### config.mk
export PLATFORM = sky130hd
export DESIGN_NAME = pulse_pacer
export DESIGN_NICKNAME = d
export VERILOG_FILES = /design/src/rtl/pulse_pacer.sv
export SDC_FILE = /design/constraint.sdc
export NUM_CORES = 1
export LEC_CHECK = 0
export ABC_AREA = 1
export BUFFER_PORTS_ARGS = -buffer_cell sky130_fd_sc_hd__buf_2
export CAP_MARGIN = 10
export CORE_MARGIN = 2
export CORE_UTILIZATION = 39
export DETAILED_ROUTE_END_ITERATION = 12
export MAX_ROUTING_LAYER = met4
export SYNTH_ARGS = -nofsm -noshare
export SYNTH_HDL_FRONTEND = slang
export SYNTH_SLANG_ARGS = --single-unit
### constraint.sdc
create_clock -name clk_in -period 4.1 [get_ports clk_in]
set_input_delay 1.025 -clock clk_in [delete_from_list [all_inputs] [get_ports clk_in]]
set_output_delay 1.025 -clock clk_in [all_outputs]
set_load 0.01 [all_outputs]
### src/rtl/pulse_pacer.sv
// pulse_pacer: source-side pacer in front of a toggle pulse synchronizer.
// Accepts request pulses at any rate, counts the ones not yet served and
// re-emits them as single-cycle pulses spaced GAP cycles apart.
//
// Optional build macro: PULSE_PACER_STATUS_EN
//   defined   -> pending/ovf/ovf_clr ports exist; ovf is a sticky drop flag
//   undefined -> those ports and the ovf register are absent; drops are silent
//
// Implicit states (no separate state register; decoded from gap_cnt):
//   state   | meaning
//   READY   | gap_cnt == 0, a pulse may be emitted this cycle
//   SPACING | gap_cnt != 0, holding off until the gap has elapsed

module pulse_pacer #(
    parameter int GAP   = 4,
    parameter int CNT_W = 4
) (
    input  logic             clk_in,
    input  logic             rst_in,
    input  logic             pulse_in,
`ifdef PULSE_PACER_STATUS_EN
    input  logic             ovf_clr,
    output logic [CNT_W-1:0] pending,
    output logic             ovf,
`endif
    output logic             pulse_out,
    output logic             busy
);

    localparam logic [7:0]       GAP_RELOAD = 8'(GAP - 1);
    localparam logic [CNT_W-1:0] CNT_ONE    = CNT_W'(1);
    localparam logic [CNT_W-1:0] CNT_MAX    = {CNT_W{1'b1}};

    logic [CNT_W-1:0] pend_q;
    logic [CNT_W-1:0] pend_nxt;
    logic [7:0]       gap_cnt;
    logic [7:0]       gap_nxt;
    logic             pulse_q;
    logic             pulse_nxt;
    logic             ready;
    logic             fire;
    logic             at_max;

`ifdef PULSE_PACER_STATUS_EN
    logic             ovf_q;
    logic             ovf_nxt;
    logic             drop;
`endif

    assign ready  = (gap_cnt == 8'd0);
    assign fire   = ready & ((pend_q != '0) | pulse_in);
    assign at_max = (pend_q == CNT_MAX);

    // State register: pending counter, gap timer and the registered pulse.
    always_ff @(posedge clk_in) begin
        if (rst_in) begin
            pend_q  <= '0;
            gap_cnt <= 8'd0;
            pulse_q <= 1'b0;
        end else begin
            pend_q  <= pend_nxt;
            gap_cnt <= gap_nxt;
            pulse_q <= pulse_nxt;
        end
    end

    // Next-state decode: fire reloads the gap timer and consumes one request;
    // otherwise the timer runs down and new requests accumulate up to max.
    always_comb begin
        pend_nxt  = pend_q;
        gap_nxt   = gap_cnt;
        pulse_nxt = 1'b0;
        if (fire) begin
            pulse_nxt = 1'b1;
            gap_nxt   = GAP_RELOAD;
            // A request arriving in the firing cycle replaces the one served,
            // so the count is unchanged; fire with pend_q == 0 implies pulse_in.
            if (!pulse_in) begin
                pend_nxt = pend_q - CNT_ONE;
            end
        end else begin
            if (gap_cnt != 8'd0) begin
                gap_nxt = gap_cnt - 8'd1;
            end
            if (pulse_in && !at_max) begin
                pend_nxt = pend_q + CNT_ONE;
            end
        end
    end

`ifdef PULSE_PACER_STATUS_EN
    assign drop = pulse_in & ~fire & at_max;

    // Sticky overflow flag: a drop in the same cycle as ovf_clr keeps it set.
    always_ff @(posedge clk_in) begin
        if (rst_in) begin
            ovf_q <= 1'b0;
        end else begin
            ovf_q <= ovf_nxt;
        end
    end

    // Overflow next-state: set has priority over clear.
    always_comb begin
        ovf_nxt = ovf_q;
        if (drop) begin
            ovf_nxt = 1'b1;
        end else if (ovf_clr) begin
            ovf_nxt = 1'b0;
        end
    end
`endif

    // Output decode, purely from registers.
    always_comb begin
        pulse_out = pulse_q;
        busy      = (pend_q != '0) | (gap_cnt != 8'd0);
`ifdef PULSE_PACER_STATUS_EN
        pending   = pend_q;
        ovf       = ovf_q;
`endif
    end

endmodule
Word level (Yosys, flattened, before mapping)
Index checks and enable logic that the tools add are counted.

Logic and storage cells: 27. Bits in registers: 13. Output and inout bits: 2.

Equal/unequal tests: 2. Reductions and logical operators: 9. Add/subtract/negate cells: 3. Bitwise gates (word level): 3. Multiplexer cells: 6.

Operators by type and width (count): $mux 4 (3); $logic_not 8->1 (1); $reduce_bool 8->1 (1); $sub 8x1->8 const B (1); $add 4x1->4 const B (1); $eq 4x4->1 const B (1); $mux 2 (2); $reduce_bool 2->1 (2); $reduce_bool 4->1 (1); $sub 4x1->4 const B (1); $ne 2x2->1 const B (1); $or 1x1->1 (2); $reduce_and 2->1 (1); $reduce_or 2->1 (1); $and 1x1->1 (1); $logic_and 1x1->1 (1); $logic_not 1->1 (1); $mux 1 (1).

Depth between registers and ports, before layout
Gate-level depths: netlist of the first run.

Depth after elaboration: 5. Mapped depth: 15. Depth with buffers taken out: 15.

Worst setup path after synthesis of the first run
No wires, ideal clock.

Kind: input port to flip-flop. From: input pulse_in. To: register pend_q[3]. Required time: 3987 ps. Setup time: 113 ps. Slack: 1778 ps. Arrival: 2209 ps. Stages on the path: 13. Buffers on the path: 0. Cells stage by stage: inv_1 -> nand3_2 -> nand2_4 -> inv_1 -> ha_1 -> a21oi_1 -> nand2_1 -> inv_1 -> nand2_2 -> nand2_1 -> nor2_1 -> nor2_1 -> nor2_1.

Cells in the longest elaborated chain, start to end: 4. Elaborated cells between the ends (all ways): 7. Classes of those cells: eq/ne (1); mux (1); bitwise (2); reduce/logical (3).

Ends and longest elaborated chain: start: declaration (RTL line 20) `input logic pulse_in,`; $or 1x1->1 * (RTL line 51) `assign fire = ready & ((pend_q != '0) | pulse_in);`; $and 1x1->1 * (RTL line 51); net fire (RTL line 41) `logic fire;`; $ne 2x2->1 (no source line) / $reduce_bool 2->1 (equally long branches); $reduce_and 2->1 (no source line); end signal: assignment (RTL line 61) `pend_q <= pend_nxt;`; end: declaration (RTL line 34) `logic [CNT_W-1:0] pend_q;`.

Mark *: on every way through the listed nets, which the timed path passes. The rest lies on a longest branch. A chain may end at the register's enable or synchronous reset.

Worst setup path in the final report of the first run
From: register gap_cnt[0]. To: output busy.

Cells in the longest elaborated chain, start to end: 2.

Ends and longest elaborated chain: start: declaration (RTL line 36) `logic [7:0] gap_cnt;`; start signal: assignment (RTL line 62) `gap_cnt <= gap_nxt;`; $reduce_bool 8->1 (RTL line 117) `busy = (pend_q != '0) | (gap_cnt != 8'd0);`; $or 1x1->1 (RTL line 117); end: declaration (RTL line 27) `output logic busy`.

Every way passes these cells.

==> key figures, run 1 <==
CTS
  – Bufs on Longest Clock Path: 2
  – Root Buffer: clkbuf_4
  – CTS clk-pin slew, worst paths: 80 ps
  – Post_cts resized: 0
  – TritonCTS clock tree: yes
  – Worst skew pair latency: 290 ps
  – CTS sink cnt: 13
  – Post-CTS setup buffer count: 0
  – Num CTS Buffers: 3
  – Max H-tree Level: 1
  – Hold Buf Count CTS: 0

Global routing
  – Initial antenna violation count: 0
  – First-pass GRT wire length: 2.26 mm
  – GRT Total Usage: 15.3%
  – Largest net degree at the start of global routing: 8
  – GRT Residual Overflow: 0
  – Vias in the first global route: 546

Setup path
  – Reg2Reg Setup Slack: 2050 ps
  – Worst path cell trace: inv_1, ha_1, nand2_2, nor2_4, nand2_1, buf_2
  – Peak fanout along the critical path: 5
  – Type of origin of the critical path: flop
  – R2r endpoint: pend_q[3]
  – Crit path arrival time: 1430 ps
  – Worst Path Required: 3070 ps
  – Crit Path Class: flop to output port
  – FF-to-FF Start: gap_cnt[0]
  – Crit. End Element: output port
  – R2r worst-path depth: 14
  – CP max stage cell: dfxtp_1
  – Max stage delay on crit path: 320 ps

Detailed routing
  – Met2 wire length: 537 um
  – Final WL: 1.31 mm
  – Met3 WL: 48 um
  – Drt wl/cell: 9.63 um
  – Total number of vias: 645
  – DR pass1 iterations: 4
  – Detailed Route Iter0 Violations: 13
  – Via/cell ratio: 4.74
  – Met1 wire length: 674 um
  – DRC viols: 0
  – Post-route ant nets: 0
  – Top Layer Used: met4

Yosys
  – Seq/Total Area, Yosys: 35.7%
  – Mapped Area: 729 um2
  – Syn nets: 110
  – Share of the synthesized area in the top cell type: 35.7%
  – Seq cells post-synth: 13
  – Post-Syn Area per Cell: 7.08 um2
  – Yosys top cell by area: dfxtp_1
  – Ranking of synthesized cells by area: dfxtp_1 (36%), nand2_1 (9.3%), inv_1 (8.2%)
  – Synth Instances: 103
  – Distinct cell type count after synthesis: 20
  – Yosys warnings: 0

Flow run
  – Max-cap violations: 0

STA
  – Setup Skew: 6.21 ps
  – Endpoints failing hold: 0
  – Slew margin rel.: 86.1%
  – Period utilization: 60.0%
  – TNS Setup: 0 ps
  – Fmax: 407 MHz
  – RSZ-0062 raised after global routing: no
  – Final min period: 2460 ps
  – Fin. max-slew vios: 0
  – Final setup viols: 0
  – Least-Margin Pin Slew: 208 ps

Floorplanning
  – Die area: 2230 um2
  – Core ar.: 1750 um2
  – Chip Width: 47.2 um
  – Initial Util: 41.8%
  – Row count: 15
  – Die height: 47.2 um
  – IO Pins: 5

Hold path
  – Worst hold-check path type: flop to flop
  – Hold Crit Depth: 2
  – Hold Crit Endpoint: gap_cnt[3]
  – HP Start: gap_cnt[3]

Final layout
  – Diodes inserted: 0
  – Post-layout util: 46.2%
  – Layout area overhead: 10.6%
  – Share of layout cells above drive strength 1: 17.1%
  – Nets: 119
  – Post-route cell area: 807 um2

Place
  – Placer Congestion: 0.739
  – Placed cell area: 781 um2
  – IO Port Bufs: 4
  – Final HPWL from detailed placement: 1.03 mm

Power and ir drop
  – Leakage: 0.392 nW
  – PD cells: 896 nW/um2
  – Max IR drop VDD: 0.376 mV

Run status
  – Status: finished, final reports clean
==> synthesized netlist by cell type <==
| master | count |
|---|---|
| nand2_1 | 18 |
| inv_1 | 16 |
| nor2_1 | 14 |
| dfxtp_1 | 13 |
| a21oi_1 | 9 |
| nand3_1 | 6 |
| o21ai_0 | 6 |
| nand2_2 | 4 |
| ha_1 | 3 |
| nor2_2 | 3 |
| xnor2_1 | 2 |
| fa_1 | 1 |
| inv_2 | 1 |
| nand2_4 | 1 |
| nand3_2 | 1 |
| nand3b_1 | 1 |
| nand4_1 | 1 |
| nor2_4 | 1 |
| or2_2 | 1 |
| xor2_1 | 1 |
==> layout make-up <==
type,instances,area (um2)
clock buffers,4,26.3
fillers,199,938
inverters,17,63.8
multi-input cells,73,405
flip-flops and latches,13,260
well taps,25,31.3
repair buffers,4,20.0
==> worst max-delay path: cells and delay by family (launching register included) <==
kind | cells | cell delay (ps)
fa+ha+maj | 1 | 240
simple gates | 3 | 340
flops | 1 | 320
buf+inv | 2 | 250
==> layout by cell type, fill, tap and decap left out, types with 2 or more instances in the layout <==
master,n
ha_1,3
xnor2_1,2
dfxtp_1,13
o21ai_0,6
nor2_2,3
nor2_1,14
a21oi_1,9
buf_2,4
clkbuf_4,3
nand3_1,6
nand2_2,4
inv_1,16
nand2_1,18
==> cell families (layout without fill, tap and decap cells) <==
family,Yosys count,count (layout),synth area share (%)
buf+inv,17,25,8.75
fa+ha+maj,4,4,7.89
simple gates,51,51,33.8
flops,13,13,35.7
compound gates,15,15,10.3
xor+xnor,3,3,3.60
==> layer usage <==
layer	GRT usage, %	vias up
met2	20.5	7
li1	-	343
met5	-	-
met1	20.4	290
met3	3.08	5
met4	10.0	0
==> report_power, final <==
part,internal (mW),total [mW],switching [mW]
clock,0.0379,0.0834,0.0456
sequential,0.181,0.228,0.0476
combinational,0.157,0.412,0.254
==> state kept, by name, summed over array words and instances (netlist names) <==
register,count
pulse_out,1
pend_q,4
gap_cnt,8
==> worst max-delay path by stage <==
| stage | to | slack (ps) | start | depth (start not counted) |
|---|---|---|---|---|
| after CTS | busy | 1610 | gap_cnt[0] | 6 |
| final | busy | 1640 | gap_cnt[0] | 6 |
| after global placement | pend_q[3] | 1570 | pulse_in | 13 |
| after detailed placement | pend_q[3] | 1550 | pulse_in | 14 |
| after floorplan | pend_q[3] | 1780 | pulse_in | 13 |
| after global routing | busy | 1480 | gap_cnt[0] | 6 |
==> stage by stage <==
| stage | std cells | hold WS, ps | total power [mW] | setup slack [ps] |
|---|---|---|---|---|
| 3_5_place_dp | 132 | 490 | 0.647 | 1550 |
| 3_3_place_gp | 132 | 479 | 0.634 | 1570 |
| 5_1_grt | 136 | 542 | 0.800 | 1480 |
| 4_1_cts | 136 | 502 | 0.731 | 1610 |
| 2_1_floorplan | 103 | 463 | 0.563 | 1780 |
| 6_report | 136 | 501 | 0.723 | 1640 |
Note: power is estimated with default switching activity, not from simulation.
==> inputs of run 2 (changes only) <==
==> constraint.sdc (replaced) <==
create_clock -name clk_in -period 2.05 [get_ports clk_in]
set_input_delay 0.5125 -clock clk_in [delete_from_list [all_inputs] [get_ports clk_in]]
set_output_delay 0.5125 -clock clk_in [all_outputs]
set_load 0.01 [all_outputs]
==> key figures, run 2 (synthesis gave the netlist of run 1 again) <==
Global routing
  – Largest net degree at the start of global routing: 8 (unchanged)
  – Initial antenna violation count: 0 (unchanged)
  – Layer with the highest usage: met1
  – Met3 GRT Util: 3.46% (+0.38 points)
  – Routing usage on met2: 17.8% (-2.7 points)
  – Vias in the first global route: 511 (-6.4%)
  – Grt met1 use: 22.1% (+1.7 points)
  – GRT Total Usage: 14.9% (-0.38 points)
  – First-pass GRT wire length: 2.22 mm (-1.9%)
  – GRT Residual Overflow: 0 (unchanged)

Setup path
  – Crit Path Class: flop to output port
  – Worst Path Required: 1540 ps (-1530 ps)
  – Peak fanout along the critical path: 4 (-1)
  – Type of origin of the critical path: flop
  – Max stage delay on crit path: 330 ps (about the same)
  – WP buf/inv: 3 (+1)
  – Crit. End Element: output port
  – CP max stage cell: dfxtp_1
  – Crit path arrival time: 1410 ps (-20 ps)
  – Worst path top cell family by delay: buffers and inverters
  – Worst path cell trace: inv_2, ha_4, nand2_2, nor2_4, buf_4, nand2_1, buf_2

Power and ir drop
  – Power Total: 1.50 mW (+110%)
  – Cell Int Power: 0.800 mW (+110%)
  – Sequential group share of total power: 30.4% (-1.1 points)
  – Clock network fraction of design power: 10.8% (-0.7 points)
  – Comb power frac: 58.9% (+2.0 points)
  – Leakage: 0.406 nW (+3.7%)
  – Max IR drop VDD: 0.903 mV (+140%)
  – PD cells: 1780 nW/um2 (+99%)
  – Switching pwr: 0.702 mW (+100%)
  – Sw Ratio: 46.7% (-1.4 points)

Final layout
  – Largest Register: gap_cnt
  – Post-route cell area: 842 um2 (+4.3%)
  – Share of layout cells above drive strength 1: 21.1% (+3.9 points)
  – Nets: 122 (+2.5%)
  – Commonest non-fill, non-tap cell in the layout: nand2_1
  – Layout area overhead: 15.4%
  – Post-layout util: 48.2% (+2.0 points)
  – Most frequent cells in the layout: nand2_1 (18), inv_1 (15), nor2_1 (14), dfxtp_1 (13), a21oi_1 (9)
  – Max FFs per register: 8 (unchanged)
  – Diodes inserted: 0 (unchanged)
  – Fin cells: 139 (+2.2%)

Floorplanning
  – Chip Width: 47.2 um (unchanged)
  – Core ar.: 1750 um2 (unchanged)
  – IO Pins: 5 (unchanged)
  – Die height: 47.2 um (unchanged)
  – Die area: 2230 um2 (unchanged)
  – Initial Util: 41.8% (unchanged)
  – Row count: 15 (unchanged)

STA
  – Final Worst Setup Slack: 126 ps (-1510 ps)
  – TNS Setup: 0 ps (unchanged)
  – Period utilization: 93.8%
  – Final setup viols: 0 (unchanged)
  – Final min period: 1920 ps
  – Fmax: 520 MHz
  – Least-Margin Pin Slew: 173 ps (-34.9 ps)
  – Worst Hold Margin: 432 ps (-69.3 ps)
  – Fin. max-slew vios: 0 (unchanged)
  – Slew margin rel.: 88.5% (+2.3 points)
  – RSZ-0062 raised after global routing: no
  – Setup Skew: 10.8 ps (+4.60 ps)
  – Endpoints failing hold: 0 (unchanged)

CTS
  – TritonCTS clock tree: yes
  – Bufs on Longest Clock Path: 2 (unchanged)
  – Max H-tree Level: 1 (unchanged)
  – CTS sink cnt: 13 (unchanged)
  – Num CTS Buffers: 3 (unchanged)
  – Hold Buf Count CTS: 0 (unchanged)
  – Worst skew pair latency: 280 ps (about the same)
  – CTS clk-pin slew, worst paths: 90 ps (about the same)
  – Root Buffer: clkbuf_4

Detailed routing
  – DRC viols: 0 (unchanged)
  – Drt wl/cell: 9.04 um (-6.1%)
  – DR pass1 iterations: 4 (unchanged)
  – Total number of vias: 633 (-1.9%)
  – Final WL: 1.26 mm (-4.0%)
  – Post-route ant nets: 0 (unchanged)
  – Via/cell ratio: 4.55 (-4.0%)
  – Detailed Route Iter0 Violations: 32 (+19)

Place
  – Pre-CTS setup slack: 82.4 ps (-1470 ps)
  – Inst Count DP: 135 (+2.3%)
  – Placer Congestion: 0.762 (+3.0%)
  – Placed cell area: 803 um2 (+2.9%)
  – IO Port Bufs: 4 (unchanged)
  – Final HPWL from detailed placement: 1.01 mm (-1.9%)

Hold path
  – Worst hold-check path type: input port to flop

Run status
  – Status: finished, final reports clean

Flow run
  – Max-cap violations: 0 (unchanged)
[run 2: changes by cell type in the layout (fill, tap and decap cells not counted), sizes merged]
cell  change
buf       +3
[run 2: what timing repair did]
action	4_1_cts	5_1_grt
endpoints found under the hold margin	0	0
setup endpoints to repair	0	2
gates resized for setup	0	3
buffers inserted	0	0
[run 2: power groups by stage]
stage	sequential, mW	combinational, mW	clock [mW]
after floorplan	0.443	0.683	0
after global placement	0.458	0.857	0
after detailed placement	0.460	0.863	0
after CTS	0.455	0.864	0.168
after global routing	0.475	1.01	0.176
final	0.456	0.884	0.162
[run 2: layout make-up]
class                      instances  area, um2
tap                               25       31.3
inverter                          17       63.8
fill                             181        903
clock buffer                       4       26.3
sequential                        13        260
multi-input combinational         73        418
timing repair buffer               7       42.5
[run 2: final timing paths]
path / depth (start not counted) / slack, ps / startpoint / end
worst max-delay path: 7 / 130 / gap_cnt[0] / busy
worst min-delay path: 2 / 430 / rst_in / pend_q[2]
worst max register to register: 14 / 180 / gap_cnt[0] / pend_q[3]
worst min register to register: 2 / 510 / gap_cnt[3] / gap_cnt[3]
[run 2: worst reg2reg max path, cell delays in order, from the launching register on]
cell and delay, ps:
dfxtp_1 330, inv_2 100, ha_4 160, nand2_2 70, nor2_4 140, nand2_4 50
inv_1 70, ha_1 270, a21oi_1 160, nand2_1 70, nand3_1 100, nand2_1 60
nor2_1 100, nor2_1 40, nor2_1 80
[run 2: per-layer routing]
metal | up-vias | routed length [um] | part of all wire (%)
li1 | 347 | - | -
met2 | 12 | 486 | 39
met1 | 270 | 700 | 56
met3 | 4 | 43 | 3.4
met5 | - | 0 | 0
met4 | 0 | 25 | 2.0
==> inputs of run 3 (changes only) <==
--- a/config.mk
+++ b/config.mk
@@ -8,6 +8,7 @@
 export ABC_AREA = 1
 export BUFFER_PORTS_ARGS = -buffer_cell sky130_fd_sc_hd__buf_2
 export CAP_MARGIN = 10
+export CORE_ASPECT_RATIO = 0.8
 export CORE_MARGIN = 2
 export CORE_UTILIZATION = 39
 export DETAILED_ROUTE_END_ITERATION = 12
==> key figures, run 3 (synthesis gave the netlist of run 1 again) <==
Global routing
  – Initial antenna violation count: 0 (unchanged)
  – GRT Residual Overflow: 0 (unchanged)
  – Vias in the first global route: 588 (+15%)
  – Largest net degree at the start of global routing: 8 (unchanged)
  – GRT Total Usage: 15.9% (+0.98 points)
  – First-pass GRT wire length: 2.54 mm (+14%)

Power and ir drop
  – Cell Int Power: 0.854 mW (+6.8%)
  – Max IR drop VDD: 0.754 mV (-16%)
  – Sequential group share of total power: 28.9% (-1.5 points)
  – Leakage: 0.421 nW (+3.6%)
  – Clock network fraction of design power: 10.1% (-0.7 points)
  – Comb power frac: 61.0% (+2.1 points)
  – Sw Ratio: 45.9% (-0.84 points)
  – Switching pwr: 0.724 mW (+3.2%)
  – PD cells: 1810 nW/um2 (+1.5%)

Final layout
  – Largest Register: gap_cnt
  – Fin cells: 140 (+0.72%)
  – Diodes inserted: 0 (unchanged)
  – Commonest non-fill, non-tap cell in the layout: nand2_1
  – Share of layout cells above drive strength 1: 25.4% (+4.4 points)
  – Layout area overhead: 19.6%
  – Nets: 126 (+3.3%)
  – Most frequent cells in the layout: nand2_1 (18), inv_1 (15), nor2_1 (14), dfxtp_1 (12), a21oi_1 (9)
  – Max FFs per register: 8 (unchanged)
  – Post-layout util: 51.6% (+3.3 points)

CTS
  – CTS clk-pin slew, worst paths: 80 ps (about the same)
  – Root Buffer: clkbuf_4
  – Max H-tree Level: 1 (unchanged)
  – CTS sink cnt: 13 (unchanged)
  – Worst skew pair latency: 280 ps (about the same)
  – Num CTS Buffers: 3 (unchanged)
  – Bufs on Longest Clock Path: 2 (unchanged)
  – TritonCTS clock tree: yes

Setup path
  – Worst path cell trace: inv_1, ha_2, nand2_2, nor2_4, buf_4, nand2_1, buf_2
  – Peak fanout along the critical path: 3 (-1)
  – Crit path arrival time: 1360 ps (-50 ps)
  – Type of origin of the critical path: flop
  – Crit. End Element: output port
  – Crit Path Class: flop to output port
  – Max stage delay on crit path: 330 ps (about the same)
  – CP max stage cell: dfxtp_1
  – Worst Path Required: 1540 ps (about the same)

Floorplanning
  – Initial Util: 43.1% (+1.3 points)
  – Die area: 2230 um2 (about the same)
  – Row count: 13 (-2)
  – Die height: 42.7 um (-9.7%)
  – Chip Width: 52.4 um (+11%)
  – IO Pins: 5 (unchanged)
  – Core ar.: 1690 um2 (-3.1%)

Detailed routing
  – DRC viols: 0 (unchanged)
  – DR pass1 iterations: 4 (unchanged)
  – Total number of vias: 644 (+1.7%)
  – Via/cell ratio: 4.60 (+1.0%)
  – Detailed Route Iter0 Violations: 18 (-44%)
  – Drt wl/cell: 10.5 um (+16%)
  – Final WL: 1.46 mm (+16%)
  – Post-route ant nets: 0 (unchanged)

STA
  – RSZ-0062 raised after global routing: no
  – Endpoints failing hold: 0 (unchanged)
  – TNS Setup: 0 ps (unchanged)
  – Setup Skew: 8.87 ps (-1.94 ps)
  – Fin. max-slew vios: 0 (unchanged)
  – Fmax: 533 MHz (+2.6%)
  – Final setup viols: 0 (unchanged)
  – Worst Hold Margin: 476 ps (+44.3 ps)
  – Final min period: 1870 ps (-49.0 ps)
  – Period utilization: 91.4% (-2.4 points)
  – Final Worst Setup Slack: 175 ps (+49.0 ps)
  – Slew margin rel.: 86.0% (-2.5 points)
  – Least-Margin Pin Slew: 210 ps (+37.1 ps)

Run status
  – Status: finished, final reports clean

Place
  – Placer Congestion: 0.817 (+7.3%)
  – IO Port Bufs: 4 (unchanged)
  – Inst Count DP: 134 (-0.74%)
  – Final HPWL from detailed placement: 1.11 mm (+9.1%)
  – Pre-CTS setup slack: 77.4 ps (-4.93 ps)

Flow run
  – Max-cap violations: 0 (unchanged)

Hold path
  – Worst hold-check path type: input port to flop
run 3: cell count changes in the layout (fill, tap and decap cells not counted), sizes merged:
cell  change
buf       +4
run 3: metrics by stage:
stage          area, um2  power [mW]
2_1_floorplan        729        1.13
3_3_place_gp         815        1.32
3_5_place_dp         815        1.34
4_1_cts              841        1.50
5_1_grt              872        1.76
6_report             872        1.58
run 3: area by class of cell:
class | instances | area, um2
multi-input cells | 73 | 420
fillers | 188 | 820
repair buffers | 11 | 72.6
flip-flops and latches | 13 | 262
clock buffers | 4 | 26.3
well taps | 22 | 27.5
inverters | 17 | 63.8
run 3: final timing paths:
kind / from / endpoint / slack, ps / depth (start not counted)
worst min register to register: gap_cnt[2] / gap_cnt[2] / 500 / 2
worst max-delay path: gap_cnt[0] / busy / 180 / 7
worst max register to register: gap_cnt[0] / pend_q[3] / 210 / 14
worst min-delay path: rst_in / pulse_out / 480 / 2
run 3: power groups by stage:
stage                     Combinational [mW]  Sequential, mW  Clock (mW)
after floorplan                        0.683           0.443           0
after global placement                 0.868           0.453           0
after detailed placement               0.881           0.455           0
after CTS                              0.884           0.449       0.167
after global routing                    1.11           0.471       0.181
final                                  0.963           0.456       0.159
run 3: timing repair:
item	4_1_cts	5_1_grt
buffers inserted	0	2
hold buffers	0	0
setup endpoints to repair	0	2
resized for setup	0	4
run 3: critical path, delay by kind of cell (launching register included):
family	cells	cell delay (ps)
buffers and inverters	3	340
adders and majority gates	1	180
DFF	1	330
and+or+nand+nor	3	240
run 3: routing by layer:
| metal | GRT usage, % | vias up | wire length [um] |
|---|---|---|---|
| met5 | - | - | 0 |
| met4 | 4.62 | 0 | 13 |
| met3 | 7.39 | 2 | 57 |
| met2 | 21.5 | 7 | 653 |
| met1 | 21.0 | 282 | 739 |
| li1 | - | 353 | - |
